$ cat src/rtl/fifo_if_pkg.sv
// Shared types for the multi-channel FIFO write interface: per-channel state
// encoding and the width helper for the round-robin pointer.
package fifo_if_pkg;

   typedef enum logic [1:0] {
      CH_IDLE    = 2'd0,
      CH_ARMED   = 2'd1,
      CH_QUEUED  = 2'd2,
      CH_RELEASE = 2'd3
   } ch_state_e;

   // A single channel still needs a 1-bit pointer/index so the vectors stay legal.
   function automatic int ptr_width(input int n);
      return (n > 1) ? $clog2(n) : 1;
   endfunction

endpackage

$ cat src/rtl/rr_arbiter.sv
// Combinational round-robin picker: first requester strictly after ptr_i,
// wrapping explicitly at NCH-1.
module rr_arbiter
   import fifo_if_pkg::*;
#(
   parameter int NCH = 4,
   parameter int PW  = 2
) (
   input  logic [NCH-1:0] req_i,
   input  logic [PW-1:0]  ptr_i,
   output logic [NCH-1:0] gnt_o,
   output logic [PW-1:0]  idx_o,
   output logic           any_o
);

   int c;

   always_comb begin
      gnt_o = '0;
      idx_o = '0;
      any_o = 1'b0;
      c     = 0;
      for (int k = 1; k <= NCH; k++) begin
         c = int'(ptr_i) + k;
         if (c >= NCH) begin
            c = c - NCH;
         end
         if (!any_o && ((req_i >> c) & NCH'(1)) != '0) begin
            any_o = 1'b1;
            gnt_o = NCH'(1) << c;
            idx_o = PW'(c);
         end
      end
   end

endmodule

$ cat src/rtl/fifo_wr_if_mc.sv
// Multi-channel write front end: NCH level-request producers are arbitrated
// round-robin into one holding register that drives the FIFO write port.
module fifo_wr_if_mc
   import fifo_if_pkg::*;
#(
   parameter int DW     = 4,
   parameter int NCH    = 4,
   parameter int STREAM = 0
) (
   input  logic              clk_1,
   input  logic              reset,
   input  logic [NCH-1:0]    ch_req,
   input  logic [NCH*DW-1:0] ch_data,
   input  logic              wfull,
   output logic              winc,
   output logic [DW-1:0]     wdata,
   output logic [NCH-1:0]    ch_ack,
   output logic              busy
);

   localparam int PW = ptr_width(NCH);

   logic              hold_vld_q, hold_vld_d;
   logic [DW-1:0]     hold_data_q, hold_data_d;
   logic [PW-1:0]     hold_ch_q, hold_ch_d;
   logic [PW-1:0]     ptr_q, ptr_d;
   logic [NCH-1:0]    ack_q, ack_d;

   logic [NCH-1:0]    elig;
   logic [NCH-1:0]    gnt;
   logic [PW-1:0]     sel_idx;
   logic              sel_any;
   logic [DW-1:0]     sel_data;
   logic              drain;
   logic              load;

   rr_arbiter #(
      .NCH (NCH),
      .PW  (PW)
   ) u_arb (
      .req_i (elig),
      .ptr_i (ptr_q),
      .gnt_o (gnt),
      .idx_o (sel_idx),
      .any_o (sel_any)
   );

   // The FIFO consumes hold_data at the same edge that frees the slot, so a
   // new word may be loaded on that edge without a bubble.
   assign drain    = hold_vld_q & ~wfull;
   assign load     = (~hold_vld_q | drain) & sel_any;
   assign sel_data = DW'(ch_data >> (int'(sel_idx) * DW));

   genvar gi;
   generate
      for (gi = 0; gi < NCH; gi++) begin : g_ch
         ch_state_e st_q, st_d;
         logic      mine;

         assign mine = (hold_ch_q == PW'(gi));

         always_comb begin
            st_d = st_q;
            case (st_q)
               CH_IDLE:    st_d = CH_ARMED;
               CH_ARMED:   if (load && gnt[gi]) st_d = CH_QUEUED;
               CH_QUEUED:  if (drain && mine) st_d = (STREAM != 0) ? CH_ARMED : CH_RELEASE;
               CH_RELEASE: if (!ch_req[gi]) st_d = CH_ARMED;
               default:    st_d = CH_IDLE;
            endcase
         end

         always_ff @(posedge clk_1 or negedge reset) begin
            if (!reset) begin
               st_q <= CH_IDLE;
            end else begin
               st_q <= st_d;
            end
         end

         assign elig[gi]  = (st_q == CH_ARMED) & ch_req[gi];
         assign ack_d[gi] = drain & mine;
      end
   endgenerate

   always_comb begin
      hold_vld_d  = hold_vld_q;
      hold_data_d = hold_data_q;
      hold_ch_d   = hold_ch_q;
      ptr_d       = ptr_q;
      if (load) begin
         hold_vld_d  = 1'b1;
         hold_data_d = sel_data;
         hold_ch_d   = sel_idx;
         ptr_d       = sel_idx;
      end else if (drain) begin
         hold_vld_d  = 1'b0;
      end
   end

   // Pointer starts at the last channel so channel 0 wins the first arbitration.
   always_ff @(posedge clk_1 or negedge reset) begin
      if (!reset) begin
         hold_vld_q  <= 1'b0;
         hold_data_q <= '0;
         hold_ch_q   <= '0;
         ptr_q       <= PW'(NCH - 1);
         ack_q       <= '0;
      end else begin
         hold_vld_q  <= hold_vld_d;
         hold_data_q <= hold_data_d;
         hold_ch_q   <= hold_ch_d;
         ptr_q       <= ptr_d;
         ack_q       <= ack_d;
      end
   end

   assign winc   = hold_vld_q;
   assign busy   = hold_vld_q;
   assign wdata  = hold_data_q;
   assign ch_ack = ack_q;

endmodule

$ cat config.mk
export PLATFORM = sky130hd
export DESIGN_NAME = fifo_wr_if_mc
export DESIGN_NICKNAME = d
export VERILOG_FILES = /design/src/rtl/fifo_if_pkg.sv /design/src/rtl/rr_arbiter.sv /design/src/rtl/fifo_wr_if_mc.sv
export SDC_FILE = /design/constraint.sdc
export NUM_CORES = 1
export LEC_CHECK = 0
export BUFFER_PORTS_ARGS = -buffer_cell sky130_fd_sc_hd__buf_2
export CELL_PAD_IN_SITES_DETAIL_PLACEMENT = 2
export CELL_PAD_IN_SITES_GLOBAL_PLACEMENT = 2
export CORE_MARGIN = 5
export CORE_UTILIZATION = 35
export DETAILED_ROUTE_END_ITERATION = 12
export PLACE_DENSITY_LB_ADDON = 0.1
export SETUP_SLACK_MARGIN = 0.1
export SYNTH_ARGS = -nofsm -noshare
export SYNTH_HDL_FRONTEND = slang
export SYNTH_HIERARCHICAL = 1
export SYNTH_SLANG_ARGS = --single-unit
$ cat constraint.sdc
create_clock -name clk_1 -period 5.7 [get_ports clk_1]
set_input_delay 0.285 -clock clk_1 [delete_from_list [all_inputs] [get_ports clk_1]]
set_output_delay 0.285 -clock clk_1 [all_outputs]
set_load 0.005 [all_outputs]
* Word-level counts from Yosys, hierarchy flattened
Index checks and enable logic that the tools add are counted.
Storage, ports and cells: bits of input ports 23, output and inout bits 10, logic and storage cells 128, bits in registers 21
Cells by class: mux-type cells 34, reduce and logical (&&, ||, !) cells 24, add/subtract/negate cells 8, equal/unequal tests 27, bitwise operators 13, order comparisons 4, shift-type cells 9
Operator list (number):
- $ge 32x4->1 const B | 4
- $mux 32 | 4
- $shl 1x32->4 const A | 4
- $shr 4x32->1 | 4
- $sub 32x4->32 const B | 4
- $mux 2 | 16
- $pmux 2 s4 | 4
- $ne 2x2->1 const B | 12
- $eq 2x2->1 const B | 10
- $mux 4 | 4
- $shr 16x4->4 | 1
- $reduce_and 3->1 | 4
- $logic_and 1x1->1 | 11
- $and 1x1->1 | 10
- $eq 2x1->1 const B | 5
- $logic_not 2->1 | 5
- $add 2x2->3 const B | 2
- $mux 1 | 6
- $add 2x3->4 const B | 1
- $add 2x1->3 const B | 1
- $logic_not 1->1 | 3
- $not 1->1 | 2
- $reduce_bool 2->1 | 1
- $or 1x1->1 | 1

* Logic depth before layout (Yosys ltp)
depth after elaboration 18, depth in mapped cells 12, gate-level depth less buffers 11

* Cells and area by module
Netlist, hierarchy kept.
By module, submodules not included:
- fifo_wr_if_mc | seq. area each 528.0 um^2, times used 1, cells each 109, area each 1189.9 um^2
- rr_arbiter | seq. area each 0.0 um^2, times used 1, cells each 64, area each 523.0 um^2

* Worst setup path after synthesis
OpenSTA, ideal clock, no wires.
path kind reg-to-reg, start reg ptr_q[0], end reg hold_data_q[0] (netlist: wdata[0]), cell stages (with the launch flop) 10, library setup time 0.125 ns, required time 5.575 ns, buffers on the path 1, clock period less this slack 3.100 ns, setup slack 2.600 ns, arrival time 2.975 ns, cell sequence dfstp_2 -> buf_6 -> inv_1 -> ha_1 -> mux4_2 -> a221o_1 -> or4_1 -> o31a_1 -> mux4_2 -> mux2_2
On the way: cells in the longest elaborated chain, start to end 15, elaborated cells between the ends (all ways) 36, those cells by class add/sub: 8; order compare: 4; shift: 5; mux: 12; bitwise: 1; reduce/logical: 6
Ends and longest elaborated chain:
- from (decl) | line fifo_wr_if_mc.sv:26 | logic [PW-1:0] ptr_q, ptr_d;
- from (signal assigned) | line fifo_wr_if_mc.sv:107 | ptr_q <= PW'(NCH - 1);
- from (signal assigned) | line fifo_wr_if_mc.sv:113 | ptr_q <= ptr_d;
- $add 2x1->3 | line rr_arbiter.sv:24 | c = int'(ptr_i) + k;
- $sub 32x4->32 or $ge 32x4->1 (tied branches) | line rr_arbiter.sv:26, rr_arbiter.sv:25
- $mux 32 | line rr_arbiter.sv:25 | if (c >= NCH) begin
- $shr 4x32->1 | line rr_arbiter.sv:28 | if (!any_o && ((req_i >> c) & NCH'(1)) != '0) begin
- $mux 1 | line rr_arbiter.sv:28
- $logic_not 1->1 | line rr_arbiter.sv:28
- $logic_and 1x1->1 | line rr_arbiter.sv:28
- $mux 1 | line rr_arbiter.sv:28
- $logic_not 1->1 | line rr_arbiter.sv:28
- $logic_and 1x1->1 | line rr_arbiter.sv:28
- $mux 1 | line rr_arbiter.sv:28
- $logic_not 1->1 | line rr_arbiter.sv:28
- $logic_and 1x1->1 | line rr_arbiter.sv:28
- $mux 2 * | line rr_arbiter.sv:28
- net sel_idx[1] | line fifo_wr_if_mc.sv:31 | logic [PW-1:0] sel_idx;
- $shr 16x4->4 * | line fifo_wr_if_mc.sv:52 | assign sel_data = DW'(ch_data >> (int'(sel_idx) * DW));
- to (signal assigned) | line fifo_wr_if_mc.sv:111 | hold_data_q <= hold_data_d;
- to (decl) | line fifo_wr_if_mc.sv:24 | logic [DW-1:0] hold_data_q, hold_data_d;
Mark *: on every way through the listed nets, which the timed path passes. The rest lies on a longest branch. A chain may end at the register's enable or synchronous reset.

* Final worst setup path
start reg ptr_q[0], end reg hold_data_q[2] (netlist: wdata[2])
Same word-level chain as after synthesis.

==> summary.txt <==
Clock tree
  – Clk_lat worst skew: between 0.2 and 0.3 ns
  – CTS tree: yes
  – Post_cts resized: 0
  – Setup bufs post-CTS: 0
  – Total CTS buffers: 3
  – Clock root buffer: clkbuf_8
  – CTS clock-pin slew for the worst setup and hold paths: 0.08 ns
  – H-tree Lvls: 1
  – Clock sinks: 21
  – Clock Path Buffers: 2

Timing
  – Unrepaired setup endpoints after global routing: false
  – Final period utilization: 63.2%
  – Slew @ Worst Pin: 0.647 ns
  – Clock Skew: roughly 0.0035 ns
  – Final worst slack: 2.10 ns
  – Setup tns final: 0 ns
  – Hold Slack: 0.262 ns
  – Slew Limit Fails: 0
  – Post-layout min period: approximately 3.6 ns
  – Max Freq: 278 MHz
  – Final setup fails: 0
  – Worst slew margin: 56.8%
  – Final hold vios: 0

GRT
  – Total congestion overflow: 0
  – Vias in the first global route: ~1600
  – Initial antenna violation count: 0
  – First-pass GRT wire length: 8.20 mm
  – Pin count of the biggest net entering global routing: 22
  – GRT Total Usage: 16.7%

Cells and area
  – Commonest non-fill, non-tap cell in the layout: buf_2
  – Non-filler cells, final: 272
  – Most frequent cells in the layout: buf_2 (32), nand2_1 (24), ha_1 (20)
  – # fillers: around 530
  – # nets final: about 250
  – Ant. Diodes: 0
  – Area grow syn2layout: 15.3%
  – Share of cells above drive strength 1: about 27%

Setup path
  – Top Family by Delay on Critical Path: multiplexers
  – Worst path bufs/invs: 1
  – Crit. End Element: flip-flop
  – Crit-path cells: inv_1, ha_1, mux4_2, a221o_1, or4_1, o31a_1, mux4_2, mux2_2
  – Startpoint Class: flip-flop
  – Slowest CP cell: dfstp_2
  – CP most frequent cell: mux4_2
  – Data arrival time of the worst path: 3.76 ns
  – Crit-path max cell delay: between 0.7 and 0.8 ns
  – CP max FO: 16
  – Crit Path Category: reg -> reg
  – Worst endpoint required time: 5.86 ns

Route
  – Post-DRT Antenna Nets: 0
  – Vias/cell: 5.17
  – Final wirelength: approximately 4.8 mm
  – Drt initial violations: 66
  – Initial DRT Pass Iterations: 4
  – Vias: around 1400
  – Residual DRC: 0
  – WL/cell: 17.7 µm

Hold path
  – Hold Path Class: in -> reg

Place
  – Setup WS pre-CTS: 2.07 ns
  – Port buffer count: 32
  – Gp weighted congestion: roughly 0.84
  – Placed cells: 267
  – Detailed placement HPWL: between 3 and 4 mm

Power and ir drop
  – Tot Pwr: 1.16 mW
  – Max VDD drop: between 0.2 and 0.25 mV
  – Power Dens Cells: 585 nW/µm²
  – Leak pwr: 0.935 nW

Yosys
  – Synth Area in Compound Gates: 17.8%
  – Xor/xnor share of the synthesized area: 0%
  – Yosys reg bits: 21
  – Simple-gate share of the synthesized area: ~14%
  – Synth Net Count: roughly 220
  – Mapped cell area: 1710 µm²
  – Post-Synth Adder-Cell Area: 14.6%
  – Largest family of logic cells by synthesized area: compound AO/OA/AOI/OAI gates
  – Yosys warnings: 6
  – Syn avg cell area: 9.90 µm²
  – Cell variety after synth: 41
  – Post-synthesis mux area share: 16.5%
  – Seq/Total Area, Yosys: a little under a third
  – Mapped Cells: 173

Floorplanning
  – Initial core utilization: 36.3%
  – Chip height: roughly 80 µm
  – Die Wd: 80.0 µm
  – Core ar.: 4720 µm²
  – IO Count: 33
  – Die footprint: 6390 µm²
  – Row count: 25

Run status
  – Status: finished clean

Run
  – Max-cap violation count: 0
-- stage by stage --
stage | util (%) | cell area (µm²)
floorplan | - | 1710
detailed placement | 40.6 | 1920
global route | 41.8 | 1980
CTS | 41.8 | 1980
finish | 41.8 | 1980
global placement | 40.6 | 1920
-- cells in the mapped netlist --
master	count	area share, %
o31a_1	2	1.0
a21o_1	2	0.88
nand2_1	24	5.3
ha_1	20	15
o21ai_1	3	0.88
o21bai_1	1	0.44
a21boi_1	1	0.44
and2_1	4	1.5
dfstp_2	2	3.1
nor2_1	5	1.1
o31a_2	1	0.58
o2bb2ai_1	4	2.0
nor3_1	4	1.2
or3_1	1	0.37
or4_1	3	1.3
a21boi_0	1	0.44
mux2_2	6	3.9
o21ba_2	1	0.58
a211oi_1	1	0.44
o31ai_4	1	1.2
buf_4	1	0.44
inv_1	18	3.9
o22ai_1	1	0.37
a31oi_1	2	0.73
mux4_2	6	7.9
a21oi_1	1	0.29
nand3_1	4	1.2
a21bo_2	2	1.2
nand2b_1	3	1.1
o31ai_1	3	1.3
or2_1	2	0.73
buf_2	2	0.58
dfrtp_1	19	28
mux2i_1	8	4.7
a22oi_1	1	0.44
buf_6	2	1.3
o21ai_0	4	1.2
o221ai_1	2	1.0
nor4_1	1	0.37
o22a_1	1	0.51
a221o_1	3	1.8
-- state kept, by name (all words and copies together) (netlist names) --
name and cells:
hold_ch_q 2, wdata 4, ch_ack 4, ptr_q 2
g_ch.st_q 8, busy 1
-- final timing paths --
| kind | from | end | slack (ns) | cells after the start |
|---|---|---|---|---|
| max | ptr_q[0] | wdata[2] | 2.10 | 8 |
| min | wfull | busy | 0.26 | 2 |
| min reg2reg | wdata[1] | wdata[1] | 0.51 | 1 |
| min in group asynchronous | reset | g_ch[0].st_q[0] | 0.51 | 2 |
| max in group asynchronous | reset | ptr_q[1] | 4.84 | 2 |
| max reg2reg | ptr_q[0] | wdata[2] | 2.10 | 8 |
-- what timing repair did --
action | CTS | global route
hold buffers | 1 | 0
endpoints found under the setup margin | 0 | 0
endpoints found under the hold margin | 11 | 0
-- worst reg2reg max path: stages, from the launching register on --
cell and delay, ns:
dfstp_2 0.75, inv_1 0.19, ha_1 0.43, mux4_2 0.50
a221o_1 0.39, or4_1 0.42, o31a_1 0.21, mux4_2 0.32
mux2_2 0.27
-- cell type report --
type	count	area, µm²	share of cell area (%)
flip-flops and latches	21	528	26.7
repair buffers	33	170	8.61
inverters	18	67.6	3.42
clock inverters	1	7.51	0.380
multi-input cells	129	1080	54.5
clock buffers	3	41.3	2.09
well taps	67	83.8	4.24
-- power breakdown --
group	leakage [nW]	switching [mW]	internal [mW]
combinational	0.665	0.416	0.344
sequential	0.249	0.0722	0.222
clock	0.0217	0.0524	0.0494
-- per-layer routing --
layer,global-route usage (%),part of all wire (%),vias to the layer above
li1,-,-,682
met1,22.4,46,704
met2,28.5,51,18
met3,3.05,2.8,2
met4,2.03,0.21,0
met5,0,0,-
-- logic make-up (layout without fill, tap and decap cells) --
| group | after synthesis | after routing |
|---|---|---|
| AND/OR/NAND/NOR | 51 | 51 |
| AO/OA/AOI/OAI | 38 | 38 |
| buffers and inverters | 23 | 55 |
| flip-flops | 21 | 21 |
| adder cells (fa/ha/maj) | 20 | 20 |
| multiplexers | 20 | 20 |
(Power assumes the default switching activity.)
